--- src/rtl/match_controller_pkg.sv ---
// match_controller_pkg: shared FSM state, winner and player encodings for the match controller.
package match_controller_pkg;
  typedef enum logic [2:0] {IDLE, CLEAR, PLAY, SCORE, OVER} state_t;
  localparam logic [1:0] WINNER_NONE = 2'b00;
  localparam logic [1:0] WINNER_X = 2'b01;
  localparam logic [1:0] WINNER_O = 2'b10;
  localparam logic PLAYER_X = 1'b0;
  localparam logic PLAYER_O = 1'b1;
endpackage

--- src/rtl/match_controller_move_timer.sv ---
// move_timer: per-move cycle counter, exists only when MATCH_TIMEOUT_EN is defined.
`ifdef MATCH_TIMEOUT_EN
module move_timer #(
  parameter int TIMEOUT_CYCLES = 50000000
) (
  input  logic clk,
  input  logic reset,
  input  logic load,
  input  logic enable,
  output logic expired
);
  localparam int W = $clog2(TIMEOUT_CYCLES + 1);
  logic [W-1:0] count;
  assign expired = count == W'(TIMEOUT_CYCLES);
  always_ff @(posedge clk or posedge reset) begin
    if (reset) count <= '0;
    else if (load) count <= '0;
    else if (enable && !expired) count <= count + W'(1);
  end
endmodule
`endif

--- src/rtl/match_controller.sv ---
// match_controller: tic-tac-toe match sequencer (clear, turns, round scoring, match end).
// Optional per-move forfeit timer enabled by defining MATCH_TIMEOUT_EN.
module match_controller
  import match_controller_pkg::*;
#(
  parameter int TARGET_WINS = 5,
  parameter int ROUND_W = 6,
  parameter int TIMEOUT_CYCLES = 50000000
) (
  input  logic               clk,
  input  logic               reset,
  input  logic               start,
  input  logic               move_done,
  input  logic               win_x,
  input  logic               win_o,
  input  logic               draw,
  input  logic               board_cleared,
  output logic               clear_board,
  output logic               clear_scores,
  output logic               incrementX,
  output logic               incrementO,
  output logic               turn,
  output logic               first_player,
  output logic [ROUND_W-1:0] round_count,
  output logic               match_over,
  output logic [1:0]         winner
);
  state_t state;
  logic [5:0] mirror_x, mirror_o;
  logic expired, idle_in, x_wins, o_wins, result;
`ifdef MATCH_TIMEOUT_EN
  move_timer #(.TIMEOUT_CYCLES(TIMEOUT_CYCLES)) u_timer (
    .clk(clk),
    .reset(reset),
    .load(state != PLAY || move_done),
    .enable(state == PLAY),
    .expired(expired)
  );
`else
  localparam int unused_timeout = TIMEOUT_CYCLES;
  assign expired = 1'b0;
`endif
  // A timeout forfeits to the player not on turn, but any real result input wins over it.
  assign idle_in = !win_x && !win_o && !draw;
  assign x_wins = (win_x && !win_o) || (idle_in && expired && turn == PLAYER_O);
  assign o_wins = (win_o && !win_x) || (idle_in && expired && turn == PLAYER_X);
  assign result = win_x || win_o || draw || expired;
  always_ff @(posedge clk or posedge reset) begin
    if (reset) begin
      state <= IDLE;
      mirror_x <= '0;
      mirror_o <= '0;
      round_count <= '0;
      clear_board <= 1'b0;
      clear_scores <= 1'b0;
      incrementX <= 1'b0;
      incrementO <= 1'b0;
      turn <= PLAYER_X;
      first_player <= PLAYER_X;
      match_over <= 1'b0;
      winner <= WINNER_NONE;
    end else begin
      clear_scores <= 1'b0;
      incrementX <= 1'b0;
      incrementO <= 1'b0;
      case (state)
        IDLE, OVER: if (start) begin
          state <= CLEAR;
          clear_scores <= 1'b1;
          clear_board <= 1'b1;
          mirror_x <= '0;
          mirror_o <= '0;
          round_count <= '0;
          first_player <= PLAYER_X;
          match_over <= 1'b0;
          winner <= WINNER_NONE;
        end
        CLEAR: if (board_cleared) begin
          state <= PLAY;
          clear_board <= 1'b0;
          turn <= first_player;
        end
        PLAY: if (result) begin
          state <= SCORE;
          incrementX <= x_wins;
          incrementO <= o_wins;
          mirror_x <= mirror_x + 6'(x_wins);
          mirror_o <= mirror_o + 6'(o_wins);
          round_count <= round_count + ROUND_W'(round_count != '1);
        end else if (move_done) turn <= ~turn;
        SCORE: if (mirror_x == 6'(TARGET_WINS) || mirror_o == 6'(TARGET_WINS)) begin
          state <= OVER;
          match_over <= 1'b1;
          winner <= mirror_x == 6'(TARGET_WINS) ? WINNER_X : WINNER_O;
        end else begin
          state <= CLEAR;
          clear_board <= 1'b1;
          first_player <= ~first_player;
        end
        default: state <= IDLE;
      endcase
    end
  end
endmodule

--- config.mk ---
export PLATFORM = sky130hd
export DESIGN_NAME = match_controller
export DESIGN_NICKNAME = d
export VERILOG_FILES = /design/src/rtl/match_controller_pkg.sv /design/src/rtl/match_controller_move_timer.sv /design/src/rtl/match_controller.sv
export SDC_FILE = /design/constraint.sdc
export NUM_CORES = 1
export LEC_CHECK = 0
export ABC_AREA = 1
export CELL_PAD_IN_SITES_DETAIL_PLACEMENT = 1
export CELL_PAD_IN_SITES_GLOBAL_PLACEMENT = 2
export CORE_AREA = 4 4 88 81
export CTS_CLUSTER_DIAMETER = 150
export DETAILED_ROUTE_END_ITERATION = 12
export DIE_AREA = 0 0 92 85
export GPL_TIMING_DRIVEN = 0
export PLACE_DENSITY_LB_ADDON = 0.1
export SLEW_MARGIN = 25
export SYNTH_ARGS = -nofsm -noshare
export SYNTH_HDL_FRONTEND = slang
export SYNTH_HIERARCHICAL = 1
export SYNTH_SLANG_ARGS = --single-unit
--- constraint.sdc ---
create_clock -name clk -period 1.4 [get_ports clk]
set_input_delay 0.28 -clock clk [delete_from_list [all_inputs] [get_ports clk]]
set_output_delay 0.28 -clock clk [all_outputs]
set_load 0.03 [all_outputs]
==> impl_metrics.csv, run 1 <==
group,metric,value,unit
floorplan,die_h,85,um
sta,hold_viol,0,
cells_and_area,final_common_cell,"nand2_1",
synth,syn-cell-area,0.001702,mm2
cts,cts_tree,"yes",
setup_path,worstReg2RegStart,"round_count[2]",
sta,skew,0.006569,ns
global_routing,overflow,0,
sta,setup_viol,3,
global_routing,grt_start_max_net_pins,31,
floorplan,rows,27,
setup_path,critPathKind,"reg -> reg",
cells_and_area,layout.nets,286,
sta,worstMarginPinSlew,0.6682,ns
setup_path,r2r-end,"round_count[2]",
cells_and_area,area_growth,36.76,%
floorplan,fp.dieW,92,um
sta,timing.fmax,688.3,MHz
placement,io_buffers,22,
drt,first_iter_violations,37,
placement,gp_congestion,0.6996,
cells_and_area,multi_input_area,898.4,um2
cells_and_area,fill_cells,790,
global_routing,track_usage,13.28,%
sta,final_max_slew_viol_count,0,
floorplan,initial_utilization,27.68,%
power_and_ir_drop,leakage,1.222,nW
sta,setup_ws,-0.05287,ns
setup_path,r2r_slack,-0.05,ns
cts,clk_latency,0.28,ns
hold_path,hp-class,"in -> reg",
run_status,violations,"setup timing",
power_and_ir_drop,p_per_area,1665,mW/mm2
synth,ys_seq_area_share,44.12,%
cells_and_area,final_cell_mix,"nand2_1 (67), dfrtp_1 (24), nand3_1 (22), inv_1 (20), buf_4 (19)",
cts,clock-sinks,30,
cells_and_area,regArea,758.2,um2
setup_path,r2r_cells,8,
run_status,outcome,"complete, but fails checks",
setup_path,worstPathMaxFanout,3,
sta,fin_crit_sh,103.8,%
drt,postRouteAntennaNets,0,
cts,clk_pin_slew,0.07,ns
synth,synth_largest_area_cell,"dfrtp_1",
global_routing,grt_pass1_wl,8293,um
global_routing,grt_antenna_before_repair,0,
cts,cts-htree-levels,2,
cts,hold_buffers,0,
cells_and_area,drive_gt1_share,28.57,%
power_and_ir_drop,vdd_ir_drop_max,0.7315,mV
sta,fin_crit,1.453,ns
synth,synth_area_leaders,"dfrtp_1 (44%), nand2_1 (16%), nand3_1 (7.4%)",
power_and_ir_drop,finalPower,0.003874,W
global_routing,busiest_layer,"met2",
synth,syn-instance-count,225,
floorplan,design.die.area,0.007820,mm2
floorplan,coreArea,0.006148,mm2
drt,drt-total-wl,4795,um
synth,syn-mean-instance-area,7.563,um2
floorplan,io_pins,23,
global_routing,grt.met2_usage,21.29,%
synth,syn_nets,239,
cells_and_area,num_antenna_cells,0,
synth,yosysTopAreaCellShare,44.12,%
synth,yosys_warnings,6,
synth,synth.distinct_cells,23,
global_routing,use_met3,3.103,%
job,cap_violations,0,
placement,dp_slack,-0.6458,ns
setup_path,critPathArrivalTime,1.62,ns
drt,viasPerCell,4.333,
drt,num_vias,1560,
sta,relSlewSlack,55.39,%
setup_path,cp-endpoint,"round_count[2]",
drt,drc_errors,0,
drt,wire_per_inst,13.32,um
placement,hpwl,3232,um
global_routing,met1_usage,18.30,%
setup_path,worstSetupStartpoint,"round_count[2]",
cts,cts-root-buf,"clkbuf_8",
drt,first_pass_iters,4,
setup_path,crit_path_end_kind,"flop",
synth,ys_ff_latch,30,
sta,rsz0062_at_grt,"true",
setup_path,cp_data_required_time,1.57,ns
setup_path,start_kind,"flop",
global_routing,first_global_vias,1640,
cts,clk_path_buf_depth,2,
cells_and_area,postLayoutCoreUtil,37.85,%
cts,numCtsBuffers,5,
kinds of logic (layout without fill, tap and decap cells):
family	count (synthesis)	after routing	share of synthesized area [%]
compound gates	12	12	3.530
xor+xnor	6	6	3.088
fa+ha+maj	6	6	4.412
buf+inv	34	82	9.118
flops	30	30	44.12
simple gates	137	137	35.74
routing by layer:
layer | vias up | share of wire, %
met5 | - | 0
met4 | 0 | 0.79
met3 | 4 | 2.5
met2 | 21 | 44
met1 | 732 | 52
li1 | 803 | -
through the flow:
step | cells | TNS (ns) | hold slack [ns] | cell area, um2
CTS | 354 | -0.06504 | 0.3555 | 2250
finish | 360 | -0.09656 | 0.2022 | 2327
detailed placement | 334 | -7.757 | 0.4646 | 2058
floorplan | 225 | -0.2634 | 0.3508 | 1729
global placement | 334 | -20.81 | 0.4573 | 2058
global route | 360 | -0.4654 | 0.2174 | 2327
cell type report:
type	instances	share of cell area, %
multi-input cells	161	38.60
well taps	87	4.677
inverters	30	5.269
flip-flops and latches	30	32.58
plain buffers	4	1.398
clock inverters	1	0.2151
repair buffers	40	13.55
clock buffers	7	3.710
synthesized netlist by cell type, drive strengths merged:
library cell / count
xor2: 6
buf: 4
nor3: 2
dfrtp: 30
clkinv: 2
nand3: 27
nand4: 8
or2: 3
a21oi: 2
nor2: 21
o21ai: 10
ha: 6
nand2: 76
inv: 28
power by group:
group	total, W	internal (W)	switching (W)
Sequential	0.00124	0.00105	0.000194
Combinational	0.00189	0.000698	0.00119
Clock	0.000743	0.000397	0.000347
state kept, by name, summed over array words and instances (netlist names):
register	flops
mirror_o	6
match_over	1
incrementO	1
clear_scores	1
first_player	1
incrementX	1
clear_board	1
round_count	6
state	3
mirror_x	6
turn	1
winner	2
worst max-delay path: stages (launching register included):
cell     delay, ns
dfrtp_2       0.39
nand2_2       0.06
inv_2         0.06
nand4_1       0.14
ha_4          0.21
ha_4          0.16
or2_4         0.22
nand3_2       0.05
o21ai_1       0.05
timing repair:
item,CTS,global route
resized for setup,31,25
buffers inserted,12,6
setup endpoints to repair,31,24
hold endpoints to repair,0,0
pin swaps,5,12
worst min-delay path by stage:
stage / end / depth (start not counted) / startpoint
5_1_grt: incrementO / 2 / win_x
6_report: incrementO / 2 / win_x
2_1_floorplan: incrementO / 1 / win_x
3_5_place_dp: winner[0] / 2 / winner[0]
4_1_cts: incrementX / 2 / win_o
3_3_place_gp: winner[0] / 2 / winner[0]
(Power assumes the default switching activity.)
==> run 2: changes to the inputs <==
SETUP_SLACK_MARGIN = 0.3   (was not set)
==> impl_metrics.csv, run 2 (same netlist as run 1, synthesis figures left out) <==
group,metric,value,unit
power_and_ir_drop,p_per_area,1833,mW/mm2
floorplan,coreArea,0.006148,mm2
global_routing,grt_start_max_net_pins,31,
floorplan,rows,27,
power_and_ir_drop,vdd_ir_drop_max,0.8494,mV
setup_path,crit_path_end_kind,"flop",
run_status,violations,"setup timing",
cts,cts-root-buf,"clkbuf_8",
sta,worstMarginPinSlew,0.6886,ns
cells_and_area,fill_cells,716,
placement,place_inst,334,
power_and_ir_drop,cellInternalPower,0.003298,W
cells_and_area,area_growth,81.18,%
sta,setup_viol,2,
floorplan,io_pins,23,
cells_and_area,layout.nets,321,
sta,fin_crit_sh,105.1,%
sta,fin_crit,1.472,ns
power_and_ir_drop,finalPower,0.005650,W
sta,timing.fmax,679.4,MHz
sta,hold_viol,0,
global_routing,grt_antenna_before_repair,0,
cells_and_area,num_antenna_cells,0,
cells_and_area,final_common_cell,"nand2_1",
global_routing,overflow,0,
sta,skew,0.003631,ns
placement,hpwl,3360,um
cts,hold_buffers,0,
drt,viasPerCell,4.489,
setup_path,worstPathMaxFanout,3,
drt,postRouteAntennaNets,0,
setup_path,start_kind,"flop",
drt,first_pass_iters,3,
placement,place_area,0.002161,mm2
cells_and_area,top_regs,"mirror_o (6), mirror_x (6), round_count (6)",
sta,fin_setup_tns,-0.09382,ns
cts,clk_latency,0.28,ns
global_routing,grt_pass1_wl,9397,um
power_and_ir_drop,leakage,1.492,nW
cts,numCtsBuffers,5,
setup_path,critPathArrivalTime,1.64,ns
sta,final_max_slew_viol_count,0,
sta,rsz0062_at_grt,"true",
cts,clk_path_buf_depth,2,
cts,cts_tree,"yes",
placement,gp_congestion,0.7809,
drt,first_iter_violations,41,
cells_and_area,drive_gt1_share,55.52,%
cells_and_area,final_cell_mix,"nand2_1 (52), buf_4 (36), buf_6 (27), dfrtp_1 (21), inv_1 (19)",
cells_and_area,finalNonFillerCells,395,
global_routing,track_usage,15.16,%
floorplan,fp.dieW,92,um
setup_path,critPathKind,"reg -> reg",
floorplan,design.die.area,0.007820,mm2
cts,cts-htree-levels,2,
drt,num_vias,1773,
hold_path,hp-class,"in -> reg",
cts,clock-sinks,30,
global_routing,first_global_vias,1813,
job,cap_violations,0,
run_status,outcome,"complete, but fails checks",
power_and_ir_drop,p_sw,0.002352,W
power_and_ir_drop,combPwrFrac,65.1,%
drt,drc_errors,0,
placement,io_buffers,22,
cts,clk_pin_slew,0.07,ns
floorplan,die_h,85,um
cells_and_area,design_area,0.003083,mm2
power_and_ir_drop,seqPwrFrac,21.8,%
drt,drt-total-wl,5583,um
floorplan,initial_utilization,27.68,%
sta,setup_ws,-0.07199,ns
power_and_ir_drop,switching_share,41.63,%
placement,dp_slack,-0.5149,ns
power_and_ir_drop,clkPwrFrac,13.1,%
setup_path,cp_data_required_time,1.57,ns
drt,wire_per_inst,14.13,um
sta,relSlewSlack,54.03,%
==> run 2: cell types whose count changed in the layout (fill, tap and decap cells not counted), sizes merged <==
cell / change
inv: -1
clkdlybuf4s50: -1
clkinv: +1
clkbuf: -3
buf: +48
dlygate4sd2: -9
==> run 2: per-stage QoR <==
step | hold WS, ns | utilization [%]
2_1_floorplan | 0.3508 | -
3_3_place_gp | 0.4629 | 35.14
3_5_place_dp | 0.4644 | 35.14
4_1_cts | 0.3453 | 46.03
5_1_grt | 0.2591 | 50.14
6_report | 0.2585 | 50.14
==> run 2: worst max-delay path, stage by stage, from the launching register on <==
cell and delay (ns):
dfrtp_2 0.40, nand2_2 0.07, inv_2 0.06, nand4_1 0.11, ha_4 0.21, ha_4 0.16, or2_4 0.24, nand3_2 0.06
o21ai_2 0.05
==> run 2: layout make-up <==
| type | count | area [um2] | share of cell area, % |
|---|---|---|---|
| plain buffers | 4 | 60.06 | 1.948 |
| clock buffers | 7 | 86.33 | 2.800 |
| clock inverters | 1 | 5.005 | 0.1623 |
| inverters | 30 | 132.6 | 4.302 |
| multi-input cells | 161 | 1181 | 38.31 |
| flip-flops and latches | 30 | 762.0 | 24.72 |
| well taps | 87 | 108.9 | 3.531 |
| repair buffers | 75 | 747.0 | 24.23 |
==> run 2: repair_timing <==
action | in CTS | in global routing
pin swaps | 24 | 32
setup endpoints to repair | 42 | 42
gates resized for setup | 161 | 50
setup buffers | 35 | 15
gates cloned | 3 | 0
==> run 2: path summary, 6_finish.rpt <==
kind / from / endpoint / slack, ns / depth (start not counted)
max: round_count[2] / round_count[2] / -0.07 / 8
min: win_x / incrementO / 0.26 / 2
max reg2reg: round_count[2] / round_count[2] / -0.07 / 8
min reg2reg: mirror_o[5] / mirror_o[5] / 0.54 / 2
max in group asynchronous: reset / round_count[3] / 0.48 / 2
min in group asynchronous: reset / winner[1] / 0.43 / 2
==> run 2: power by group through the flow <==
| stage | Clock [W] | Sequential [W] | Combinational (W) |
|---|---|---|---|
| after detailed placement | 0 | 0.00125 | 0.00180 |
| after global routing | 0.000810 | 0.00126 | 0.00396 |
| after floorplan | 0 | 0.00140 | 0.00106 |
| after global placement | 0 | 0.00125 | 0.00177 |
| after CTS | 0.000770 | 0.00123 | 0.00309 |
| final | 0.000740 | 0.00123 | 0.00368 |
==> run 2: routing by layer <==
metal  GRT usage, %  up-vias  wire length, um
li1               -      882                -
met1          20.89      868             2718
met2          24.67       18             2687
met3          3.014        5              137
met4          3.239        0               40
met5              0        -                0
==> run 3: changes to the inputs <==
CORE_AREA = 3 3 87 80   (was 4 4 88 81)
DIE_AREA = 0 0 90 83   (was 0 0 92 85)
SLEW_MARGIN = 5   (was 25)
==> impl_metrics.csv, run 3 (same netlist as run 1, synthesis figures left out) <==
group,metric,value,unit
cts,cts-root-buf,"clkbuf_8",
cts,clock-sinks,30,
placement,place_area,0.002161,mm2
cts,clk_latency,0.28,ns
drt,num_vias,1761,
sta,fin_crit,1.447,ns
setup_path,critPathKind,"reg -> out",
setup_path,worstPathMaxFanout,2,
run_status,outcome,"complete, but fails checks",
setup_path,cp_data_required_time,1.12,ns
sta,finalHoldWorstSlack,0.3607,ns
cells_and_area,layout.nets,322,
cts,hold_buffers,0,
floorplan,coreArea,0.006148,mm2
placement,gp_congestion,0.7402,
cells_and_area,multi_input_area,0.001206,mm2
sta,fin_crit_sh,103.4,%
sta,setup_viol,6,
global_routing,track_usage,15.32,%
cells_and_area,fill_cells,707,
drt,postRouteAntennaNets,0,
cells_and_area,area_growth,84.78,%
placement,place_inst,334,
placement,io_buffers,22,
cts,cts-htree-levels,2,
drt,first_iter_violations,27,
sta,worstMarginPinSlew,0.5867,ns
sta,relSlewSlack,60.84,%
cts,cts_tree,"yes",
floorplan,initial_utilization,27.68,%
cells_and_area,drive_gt1_share,58.90,%
cells_and_area,final_common_cell,"nand2_1",
cts,clk_pin_slew,0.07,ns
drt,wire_per_inst,14.48,um
run_status,violations,"setup timing",
cells_and_area,regArea,764.5,um2
cells_and_area,top_regs,"mirror_o (6), mirror_x (6), round_count (6)",
floorplan,design.die.area,0.007470,mm2
global_routing,grt_pass1_wl,9177,um
drt,first_pass_iters,4,
job,cap_violations,0,
power_and_ir_drop,vdd_ir_drop_max,0.8564,mV
cells_and_area,design_area,0.003144,mm2
cells_and_area,finalNonFillerCells,396,
sta,rsz0062_at_grt,"true",
floorplan,io_pins,23,
placement,hpwl,3310,um
setup_path,start_kind,"flop",
global_routing,grt_start_max_net_pins,31,
global_routing,overflow,0,
drt,viasPerCell,4.447,
sta,hold_viol,0,
power_and_ir_drop,leakage,1.535,nW
cts,clk_path_buf_depth,2,
global_routing,grt_antenna_before_repair,0,
setup_path,critPathArrivalTime,1.17,ns
sta,skew,0.003850,ns
sta,setup_ws,-0.04721,ns
floorplan,rows,27,
sta,final_max_slew_viol_count,0,
cells_and_area,num_antenna_cells,0,
hold_path,hp-class,"in -> reg",
drt,drt-total-wl,5734,um
sta,timing.fmax,691.0,MHz
power_and_ir_drop,finalPower,0.005485,W
drt,drc_errors,0,
floorplan,die_h,83,um
cts,numCtsBuffers,5,
floorplan,fp.dieW,90,um
cells_and_area,final_cell_mix,"nand2_1 (43), buf_4 (35), buf_6 (31), nand2_2 (20)",
setup_path,crit_path_end_kind,"primary output",
power_and_ir_drop,p_per_area,1744,mW/mm2
global_routing,first_global_vias,1802,
[run 3: path summary, 6_finish.rpt]
| check | startpoint | to | slack [ns] | cells past startpoint |
|---|---|---|---|---|
| max | round_count[4] | round_count[4] | -0.05 | 4 |
| min | win_x | incrementO | 0.36 | 2 |
| max reg2reg | round_count[1] | round_count[5] | -0.04 | 10 |
| min reg2reg | clear_board | clear_board | 0.52 | 2 |
| max in group asynchronous | reset | round_count[2] | 0.64 | 2 |
| min in group asynchronous | reset | match_over | 0.37 | 2 |
[run 3: final cells by class]
type	instances	share of cell area, %
sequential	30	24.31
clock buffer	7	2.746
buffer	4	2.228
inverter	30	4.417
tap	87	3.462
timing repair buffer	76	24.31
multi-input combinational	161	38.36
clock inverter	1	0.1592
[run 3: metal layers]
metal	up-vias	GRT usage [%]	share of wire [%]
met5	-	0	0
met4	0	3.755	0.96
met2	19	24.36	48
met1	854	21.34	48
met3	6	3.080	2.6
li1	882	-	-
[run 3: metrics by stage]
stage | setup WS [ns] | util (%) | setup TNS (ns)
after floorplan | -0.1278 | - | -0.2634
after global placement | -0.5693 | 35.14 | -22.69
after detailed placement | -0.5188 | 35.14 | -8.533
after CTS | -0.02576 | 46.03 | -0.04744
after global routing | -0.1389 | 51.14 | -1.118
final | -0.04721 | 51.14 | -0.2165
[run 3: report_power, final]
part           leakage [nW]  switching [W]  total, W  internal [W]
clock                0.0482       0.000342  0.000739      0.000396
sequential            0.386       0.000197   0.00125       0.00105
combinational          1.10        0.00179   0.00349       0.00171
total                  1.53        0.00233   0.00548       0.00316
[run 3: worst max-delay path, cell delays in order, from the launching register on]
cell     delay, ns
dfrtp_2       0.42
buf_4         0.14
buf_6         0.10
buf_6         0.10
buf_6         0.13
[run 3: repair_timing]
item	4_1_cts	5_1_grt
cloned	2	1
pin swaps	28	34
buffers inserted	34	17
gates resized for setup	183	48
endpoints found under the setup margin	42	48
